<file path="src/rtl/mem_stage.sv">
`timescale 1ns/1ps
// -----------------------------------------------------------------------------
// mem_stage
//
// Memory-access pipeline stage sitting between the EX/MEM and MEM/WB registers.
// One instruction at a time is captured while the stage is idle. Non-memory
// instructions and misaligned memory instructions are answered the following
// cycle. Aligned loads and stores open a request on a variable-latency data
// port and hold upstream (stall) until the port acknowledges or a timeout
// counter gives up on the access. Load data is lane-selected and extended
// before it is registered toward write-back.
//
// Parameters
//   DATA_W   data/address width; the byte-lane logic assumes 4 lanes (32 bits)
//   TIMEOUT  number of request cycles without mem_ack before abort (1..255)
//
// Ports
//   clock, reset        rising-edge clock, synchronous active-low reset
//   valid_in            upstream instruction valid (held while stall=1)
//   alu_result          effective address for mem ops, else write-back value
//   store_data          right-aligned store value
//   mem_read/mem_write  load / store (both set counts as a load)
//   mem_size            00 byte, 01 half, 10/11 word
//   mem_unsigned        1 zero-extends loads, 0 sign-extends
//   reg_write/dest_reg  register write intent and destination
//   stall               high while a memory access is outstanding
//   mem_req/we/addr/    data-port request; all fields stable while mem_req=1,
//   wdata/be            address word-aligned, store data replicated to lanes
//   mem_rdata/mem_ack   data-port response, ack only looked at during a request
//   valid_out           one-cycle pulse per finished instruction
//   wb_data/wb_dest     write-back value and destination register
//   wb_reg_write        register write for write-back (never for stores/errors)
//   misaligned          pulse with valid_out for a misaligned half/word access
//   bus_error           pulse with valid_out for a timed-out access
// -----------------------------------------------------------------------------
module mem_stage #(
  parameter int DATA_W  = 32,
  parameter int TIMEOUT = 255
) (
  input  logic              clock,
  input  logic              reset,
  input  logic              valid_in,
  input  logic [DATA_W-1:0] alu_result,
  input  logic [DATA_W-1:0] store_data,
  input  logic              mem_read,
  input  logic              mem_write,
  input  logic [1:0]        mem_size,
  input  logic              mem_unsigned,
  input  logic              reg_write,
  input  logic [4:0]        dest_reg,
  output logic              stall,
  output logic              mem_req,
  output logic              mem_we,
  output logic [DATA_W-1:0] mem_addr,
  output logic [DATA_W-1:0] mem_wdata,
  output logic [3:0]        mem_be,
  input  logic [DATA_W-1:0] mem_rdata,
  input  logic              mem_ack,
  output logic              valid_out,
  output logic [DATA_W-1:0] wb_data,
  output logic [4:0]        wb_dest,
  output logic              wb_reg_write,
  output logic              misaligned,
  output logic              bus_error
);

  localparam logic [0:0] S_IDLE   = 1'b0;
  localparam logic [0:0] S_REQ    = 1'b1;

  localparam logic [1:0] SZ_BYTE  = 2'b00;
  localparam logic [1:0] SZ_HALF  = 2'b01;

  // Counter value of the last request cycle we are willing to wait through.
  localparam logic [7:0] CNT_LAST = 8'(TIMEOUT - 1);

  // Everything about the outstanding access, frozen at capture time so the
  // port fields stay stable for the whole request.
  typedef struct packed {
    logic [DATA_W-1:0] addr;   // word-aligned address driven on the port
    logic [1:0]        off;    // byte offset inside the word, for load lanes
    logic              we;
    logic [3:0]        be;
    logic [DATA_W-1:0] wdata;
    logic [1:0]        size;
    logic              uns;
    logic              rw;     // register write of a load (0 for stores)
    logic [4:0]        dest;
  } req_t;

  logic [0:0]        state_q, state_d;
  logic [7:0]        cnt_q, cnt_d;
  req_t              req_q, req_d;

  logic              valid_out_q, valid_out_d;
  logic [DATA_W-1:0] wb_data_q, wb_data_d;
  logic [4:0]        wb_dest_q, wb_dest_d;
  logic              wb_reg_write_q, wb_reg_write_d;
  logic              misaligned_q, misaligned_d;
  logic              bus_error_q, bus_error_d;

  // ---------------------------------------------------------------------------
  // Decode of the incoming instruction
  // ---------------------------------------------------------------------------
  logic              in_is_mem;
  logic              in_is_store;
  logic              in_misaligned;
  logic [3:0]        in_be;
  logic [DATA_W-1:0] in_wdata;

  always_comb begin
    // NOTE: every signal assigned in a combinational block gets a default
    // first, so no path through the case statements can infer a latch.
    in_is_mem     = mem_read | mem_write;
    in_is_store   = mem_write & ~mem_read;   // read+write resolves to a load
    in_misaligned = 1'b0;
    in_be         = 4'b1111;
    in_wdata      = store_data;
    case (mem_size)
      SZ_BYTE: begin
        in_be    = 4'b0001 << alu_result[1:0];
        in_wdata = {4{store_data[7:0]}};
      end
      SZ_HALF: begin
        in_misaligned = alu_result[0];
        in_be         = 4'b0011 << {alu_result[1], 1'b0};
        in_wdata      = {2{store_data[15:0]}};
      end
      default: begin
        // Word (size 11 behaves as a word as well).
        in_misaligned = |alu_result[1:0];
      end
    endcase
  end

  // ---------------------------------------------------------------------------
  // Load alignment: pick the addressed lane and extend it
  // ---------------------------------------------------------------------------
  logic [7:0]        ld_byte;
  logic [15:0]       ld_half;
  logic [DATA_W-1:0] ld_data;

  always_comb begin
    ld_byte = mem_rdata[{req_q.off, 3'b000} +: 8];
    ld_half = mem_rdata[{req_q.off[1], 4'b0000} +: 16];
    case (req_q.size)
      SZ_BYTE: ld_data = {{(DATA_W-8){ld_byte[7] & ~req_q.uns}}, ld_byte};
      SZ_HALF: ld_data = {{(DATA_W-16){ld_half[15] & ~req_q.uns}}, ld_half};
      default: ld_data = mem_rdata;
    endcase
  end

  // ---------------------------------------------------------------------------
  // Next-state logic
  // ---------------------------------------------------------------------------
  always_comb begin
    state_d        = state_q;
    cnt_d          = cnt_q;
    req_d          = req_q;
    valid_out_d    = 1'b0;           // result flags are single-cycle pulses
    wb_data_d      = wb_data_q;
    wb_dest_d      = wb_dest_q;
    wb_reg_write_d = 1'b0;
    misaligned_d   = 1'b0;
    bus_error_d    = 1'b0;

    case (state_q)
      S_IDLE: begin
        if (valid_in) begin
          if (!in_is_mem) begin
            // Plain ALU instruction: pass straight through in one cycle.
            valid_out_d    = 1'b1;
            wb_data_d      = alu_result;
            wb_dest_d      = dest_reg;
            wb_reg_write_d = reg_write;
          end else if (in_misaligned) begin
            // Rejected without touching the port; no register write.
            valid_out_d  = 1'b1;
            misaligned_d = 1'b1;
            wb_data_d    = alu_result;
            wb_dest_d    = dest_reg;
          end else begin
            state_d    = S_REQ;
            cnt_d      = 8'd0;
            req_d.addr = {alu_result[DATA_W-1:2], 2'b00};
            req_d.off  = alu_result[1:0];
            req_d.we   = in_is_store;
            req_d.be   = in_be;
            req_d.wdata = in_wdata;
            req_d.size = mem_size;
            req_d.uns  = mem_unsigned;
            req_d.rw   = reg_write & ~in_is_store;
            req_d.dest = dest_reg;
          end
        end
      end

      S_REQ: begin
        if (mem_ack) begin
          // An ack always wins, including in the final timeout cycle.
          state_d        = S_IDLE;
          valid_out_d    = 1'b1;
          wb_dest_d      = req_q.dest;
          wb_reg_write_d = req_q.rw;
          if (!req_q.we) begin
            wb_data_d = ld_data;
          end
        end else if (cnt_q == CNT_LAST) begin
          state_d     = S_IDLE;
          valid_out_d = 1'b1;
          bus_error_d = 1'b1;
          wb_dest_d   = req_q.dest;
        end else begin
          cnt_d = cnt_q + 8'd1;
        end
      end

      default: begin
        state_d = S_IDLE;
      end
    endcase
  end

  // ---------------------------------------------------------------------------
  // State registers
  // ---------------------------------------------------------------------------
  always_ff @(posedge clock) begin
    // NOTE: non-blocking assignments so every flop updates from the values
    // that existed before the edge, independent of statement order.
    if (!reset) begin
      state_q        <= S_IDLE;
      cnt_q          <= 8'd0;
      req_q          <= '0;
      valid_out_q    <= 1'b0;
      wb_data_q      <= '0;
      wb_dest_q      <= 5'd0;
      wb_reg_write_q <= 1'b0;
      misaligned_q   <= 1'b0;
      bus_error_q    <= 1'b0;
    end else begin
      state_q        <= state_d;
      cnt_q          <= cnt_d;
      req_q          <= req_d;
      valid_out_q    <= valid_out_d;
      wb_data_q      <= wb_data_d;
      wb_dest_q      <= wb_dest_d;
      wb_reg_write_q <= wb_reg_write_d;
      misaligned_q   <= misaligned_d;
      bus_error_q    <= bus_error_d;
    end
  end

  // ---------------------------------------------------------------------------
  // Outputs
  // ---------------------------------------------------------------------------
  assign stall        = (state_q == S_REQ);
  assign mem_req      = (state_q == S_REQ);
  assign mem_we       = req_q.we;
  assign mem_addr     = req_q.addr;
  assign mem_wdata    = req_q.wdata;
  assign mem_be       = req_q.be;

  assign valid_out    = valid_out_q;
  assign wb_data      = wb_data_q;
  assign wb_dest      = wb_dest_q;
  assign wb_reg_write = wb_reg_write_q;
  assign misaligned   = misaligned_q;
  assign bus_error    = bus_error_q;

endmodule

</file>
<file path="config.mk">
export PLATFORM = sky130hd
export DESIGN_NAME = mem_stage
export DESIGN_NICKNAME = d
export VERILOG_FILES = /design/src/rtl/mem_stage.sv
export SDC_FILE = /design/constraint.sdc
export NUM_CORES = 1
export LEC_CHECK = 0
export BUFFER_PORTS_ARGS = -buffer_cell sky130_fd_sc_hd__buf_2
export CORE_UTILIZATION = 50
export DETAILED_ROUTE_END_ITERATION = 8
export PLACE_DENSITY = 0.8
export SLEW_MARGIN = 5
export SYNTH_ARGS = -nofsm -noshare
export SYNTH_HDL_FRONTEND = slang
export SYNTH_SLANG_ARGS = --single-unit
</file>
<file path="constraint.sdc">
create_clock -name clock -period 1.9 [get_ports clock]
set_input_delay 0.38 -clock clock [delete_from_list [all_inputs] [get_ports clock]]
set_output_delay 0.38 -clock clock [all_outputs]
set_load 0.02 [all_outputs]
</file>
# Word level (Yosys, flattened, before mapping)
# Index checks and enable logic that the tools add are counted.
[totals]
reg_bits = 128
output_inout_bits = 112
elab_cells = 94
input_bits = 111
[classes]
bitwise_logic = 13
shift = 4
reduce_logical = 9
n_eq_ne = 12
n_mux = 38
add_sub_neg = 1
[op_table]
columns = ["cell", "count"]
rows = [
  ["$pmux W32 S2", 3],
  ["$mux W32", 5],
  ["$mux W8", 5],
  ["$shiftx A32 B6 Y16", 1],
  ["$shiftx A32 B6 Y8", 1],
  ["$mux W5", 5],
  ["$pmux W8 S2", 1],
  ["$ne A2 B2 Y1 const B", 7],
  ["$mux W1", 13],
  ["$pmux W5 S2", 1],
  ["$add A8 B1 Y8 const B", 1],
  ["$eq A8 B8 Y1 const B", 1],
  ["$not A1 Y1", 8],
  ["$pmux W1 S2", 4],
  ["$pmux W4 S2", 1],
  ["$reduce_and A4 Y1", 2],
  ["$reduce_and A5 Y1", 1],
  ["$and A1 B1 Y1", 4],
  ["$eq A2 B1 Y1 const B", 2],
  ["$logic_not A2 Y1", 2],
  ["$reduce_or A4 Y1", 1],
  ["$shl A1 B2 Y4 const A", 1],
  ["$shl A2 B2 Y4 const A", 1],
  ["$ne A3 B2 Y1 const B", 1],
  ["other kinds (5)", 5],
]

# Logic depth before layout (Yosys ltp)
[logic_depth]
word_depth = 6
depth_mapped = 8
depth_no_buf = 7

# Worst setup path before layout
# OpenSTA, ideal clock, no wires.
[synth_timing]
kind = "flip-flop to flip-flop"
start = "register req_q[47] in the netlist's numbering"
end = "register wb_data_q[23], in the netlist wb_data[23]"
period_less_slack_ns = 1.702
path_stages_with_launch = 8
t_arrival_ns = 1.561
slack_ns = 0.198
required_ns = 1.759
n_path_buf = 2
setup_time_ns = 0.141
cell_sequence = "dfxtp_1 > buf_2 > mux2_2 > o21ai_0 > o31ai_4 > buf_6 > a21oi_1 > o31ai_2"
[synth_between]
elab_chain_cells = 6
word_cells_on_any_way = 8
classes_between = "shift: 2; mux: 4; bitwise: 2"
[synth_lines]
columns = ["element", "line_no", "source"]
rows = [
  ["start: declaration", "92", "req_t req_q, req_d;"],
  ["start signal: assignment", "242", "req_q <= req_d;"],
  ["$shiftx A32 B6 Y16 or $shiftx A32 B6 Y8 (tied branches)", "144, 143", ""],
  ["$and A1 B1 Y1, on equally long branches", "147, 146", ""],
  ["$pmux W32 S2 *", "145", "case (req_q.size)"],
  ["$mux W32 *", "204", "if (!req_q.we) begin"],
  ["$mux W32 *", "198", "if (mem_ack) begin"],
  ["$pmux W32 S2 *", "166", "case (state_q)"],
  ["end signal: assignment", "244", "wb_data_q <= wb_data_d;"],
  ["end: declaration", "95", "logic [DATA_W-1:0] wb_data_q, wb_data_d;"],
]
# Mark *: on every way between the ends. The rest lies on a longest branch, timed or not. The select of a mux whose other input is x is not followed.
# A chain may end at the register's enable or synchronous reset.

# Final worst setup path
[layout_timing]
start = "register req_q[47] in the netlist's numbering"
end = "register wb_data_q[4], in the netlist wb_data[4]"
[layout_between]
elab_chain_cells = 5
word_cells_on_any_way = 6
classes_between = "shift: 2; mux: 4"
[layout_lines]
columns = ["element", "line_no"]
rows = [
  ["$shiftx A32 B6 Y16 or $shiftx A32 B6 Y8 (tied branches)", "144, 143"],
  ["$pmux W32 S2 *", "145"],
  ["$mux W32 *", "204"],
  ["$mux W32 *", "198"],
  ["$pmux W32 S2 *", "166"],
]
# Marked as above.

==> impl_metrics.py <==
metrics = {
    "status": {
        "run_status": "finished clean",
    },
    "global_routing": {
        "grt_antenna_before_repair": 1,
        "grt_max_degree": 53,
        "grt_overflow_total": 0,
        "grt_pass1_vias": 5572,
        "grt_use_total_pct": 27.5,
        "grt_pass1_wl_mm": 28.4,
    },
    "layout": {
        "syn2layout_area_growth_pct": 22.6,
        "fin_area_sq_um": 8010,
        "drive_above_1_share_pct": 34.1,
        "regArea_sq_um": 2560,
        "fin_cells": 1139,
        "utilization_pct": 63.2,
        "finalNetCount": 1066,
        "num-fill-cells": 1104,
        "multi_input_area_sq_um": 3150,
    },
    "detailed_routing": {
        "drc": 0,
        "via_count": 6325,
        "firstDrtPassIters": 5,
        "viasPerCell": 5.55,
        "routedWlPerCell_microns": 16.4,
        "wirelength_mm": 18.6,
        "ant_nets": 0,
        "initialDrtViolationCount": 589,
    },
    "sta": {
        "report.final.slew_viol_count": 0,
        "finalHoldViolCount": 0,
        "setup_viol": 0,
        "fin_tns_setup_ps": 0,
        "finalCritPeriodShare_pct": 95.0,
        "fin_crit_ps": 1800,
        "clock_skew_ps": 6.03,
        "rsz0062_at_grt": "false",
        "whs_ps": 197,
        "fin_ws_ps": 95.5,
        "fmax_mhz": 554,
    },
    "worst_setup_path": {
        "cp_cell_sequence": "buf_4, inv_1, buf_4, mux4_2, mux2i_1, a211o_1, a21oi_1",
        "crit_path_frequent_cell": "buf_4",
        "cp.arrival_ps": 2100,
        "critical-path-max-stage-delay_ps": 350,
        "required_ps": 2190,
        "worstPathMaxFanout": 14,
        "worst-path-buf-inv": 3,
        "critPathSlowestCell": "dfxtp_1",
        "startpoint_type": "register",
        "cp_top_family": "multiplexers",
        "crit_type": "register to register",
        "endpoint_kind": "register",
    },
    "cts": {
        "tritoncts": "built",
        "cts_max_level": 4,
        "cts.sinks": 128,
        "cts_max_path_buffers": 2,
        "cts_buffers": 17,
        "clk_pin_slew_worst_paths_ps": 50,
        "clk_latency_ps": 420,
        "cts_root_buf": "clkbuf_16",
    },
    "synth": {
        "yosys_warnings": 0,
        "synth_edf_count": 0,
        "ys_ff_latch": 128,
        "synthArstFlopShare_pct": 0,
        "ys_seq_area_share_pct": 39.2,
        "synth_area_sq_um": 6540,
        "syn_inst": 802,
        "syn_area_per_cell_sq_um": 8.15,
        "yosys_most_used_dff": "dfxtp_1",
        "ys_types": 54,
    },
    "placed_design": {
        "post_dp_cell_area_sq_um": 7420,
        "dp_cells": 1103,
        "dp_hpwl_mm": 13.4,
        "dpl_worst_slack_ps": -58.4,
        "port_buffers": 220,
        "gp_congestion": 0.890,
    },
    "power": {
        "comb_power_share_pct": 18.1,
        "power_density_nw_per_um2": 915,
        "p_switching_mw": 2.09,
        "clock_power_share_pct": 41.8,
        "p_leak_nw": 3.56,
        "ir_drop_mv": 0.650,
        "power_mw": 7.33,
        "power_frac_seq_pct": 40.1,
        "swShare_pct": 28.5,
        "internal_power_mw": 5.24,
    },
    "die": {
        "design.die.area_sq_um": 13500,
        "ioPinCount": 223,
        "start_util_pct": 51.6,
        "row_count": 41,
        "core_sq_um": 12700,
        "die_w_microns": 116,
        "die_h_microns": 116,
    },
    "worst_hold_path": {
        "hold_path_class": "input port to register",
    },
    "flow_run": {
        "maxCapViolCount": 0,
    },
}
==> routing by layer <==
metal  global-route usage, %  part of all wire, %  up-vias
li1                        -                    -     3033
met1                    35.5                   42     2901
met2                    42.1                   45      347
met3                    7.21                  9.5       44
met4                    14.3                  3.0        0
met5                       0                    0        -
==> logic make-up after synthesis <==
family | share of synthesized area [%]
AOI/OAI and AO/OA | 23.0
xor gates and xnor gates | 0.670
adders and majority gates | 0.383
buffers and inverters | 12.9
DFF | 39.2
muxes | 6.49
other | 0.0574
and+or+nand+nor | 17.3
==> Yosys cell counts, drive strengths merged, types with 2 or more instances <==
cell type  instances  area (sq um)
a2111oi            2          23.8
a211o              9          78.8
a211oi            11          82.6
a21oi            105           556
a222oi             5          50.1
a22o               7          61.3
a311oi            10          87.6
a31oi              4          25.0
a32oi              7          61.3
and3               3          18.8
buf               93           647
clkbuf            35           131
dfxtp            128          2560
ha                 2          25.0
inv               18          67.6
mux2               2          26.3
mux2i             24           240
mux4               7           158
nand2            161           604
nand2b             6          37.5
nand3             26           130
nand3b             2          15.0
nand4              3          18.8
nor2              44           168
nor2b             11          68.8
nor3               8          45.0
o21ai             30           158
o221a              7          78.8
o31ai             17           191
xnor2              2          17.5
xor2               3          26.3
==> timing repair <==
item                                    4_1_cts  5_1_grt
resized for setup                             0        3
pin swaps                                     1        0
hold buffers                                  0        0
endpoints found under the setup margin        3        5
endpoints found under the hold margin         0        0
setup buffers                                 3        0
cloned                                        0        0
==> placed cells by master (no fill, tap or decap), types with 17 or more instances in the layout <==
master / count
dfxtp_1: 126
inv_1: 17
mux2i_1: 24
nand3_1: 26
nor2_1: 43
o21ai_0: 26
clkbuf_16: 17
buf_4: 34
nand2_1: 161
buf_2: 220
a21oi_1: 97
==> power groups by stage <==
stage                     Clock [mW]  Sequential [mW]  Combinational (mW)
after global routing            3.22             2.96                1.43
after floorplan                    0             3.07               0.806
after CTS                       3.10             2.94                1.32
final                           3.06             2.94                1.33
after detailed placement           0             2.99                1.30
after global placement             0             2.99                1.29
==> worst register-to-register path: stages, from the launching register on <==
cell     delay (ps)
dfxtp_1         350
buf_4           170
inv_1           110
buf_4           220
mux4_2          310
mux2i_1         280
a211o_1         180
a21oi_1          60
==> worst paths after layout <==
path                     start            to  slack, ps  cells past startpoint
hold / removal    mem_unsigned      req_q[6]        200                      3
hold reg to reg   mem_addr[13]  mem_addr[13]        450                      2
setup reg to reg     req_q[47]    wb_data[4]        100                      7
setup / recovery     req_q[47]    wb_data[4]        100                      7
==> sequential cells by signal, summed over array words and instances, names as in the netlist <==
name and cells:
bus_error 1, misaligned 1, mem_addr 30, mem_req 1, mem_wdata 32, req_q 11
mem_we 1, wb_data 32, wb_reg_write 1, mem_be 4, valid_out 1, wb_dest 5
cnt_q 8
==> cell type report <==
cell class | instances | area share [%]
Antenna cell | 1 | 0.0312
Clock buffer | 21 | 5.87
Clock inverter | 11 | 1.11
Inverter | 18 | 0.843
Multi-Input combinational cell | 529 | 39.3
Sequential cell | 128 | 32.0
Tap cell | 172 | 2.69
Timing Repair Buffer | 259 | 18.2
Power figures use the tool's default switching activity.
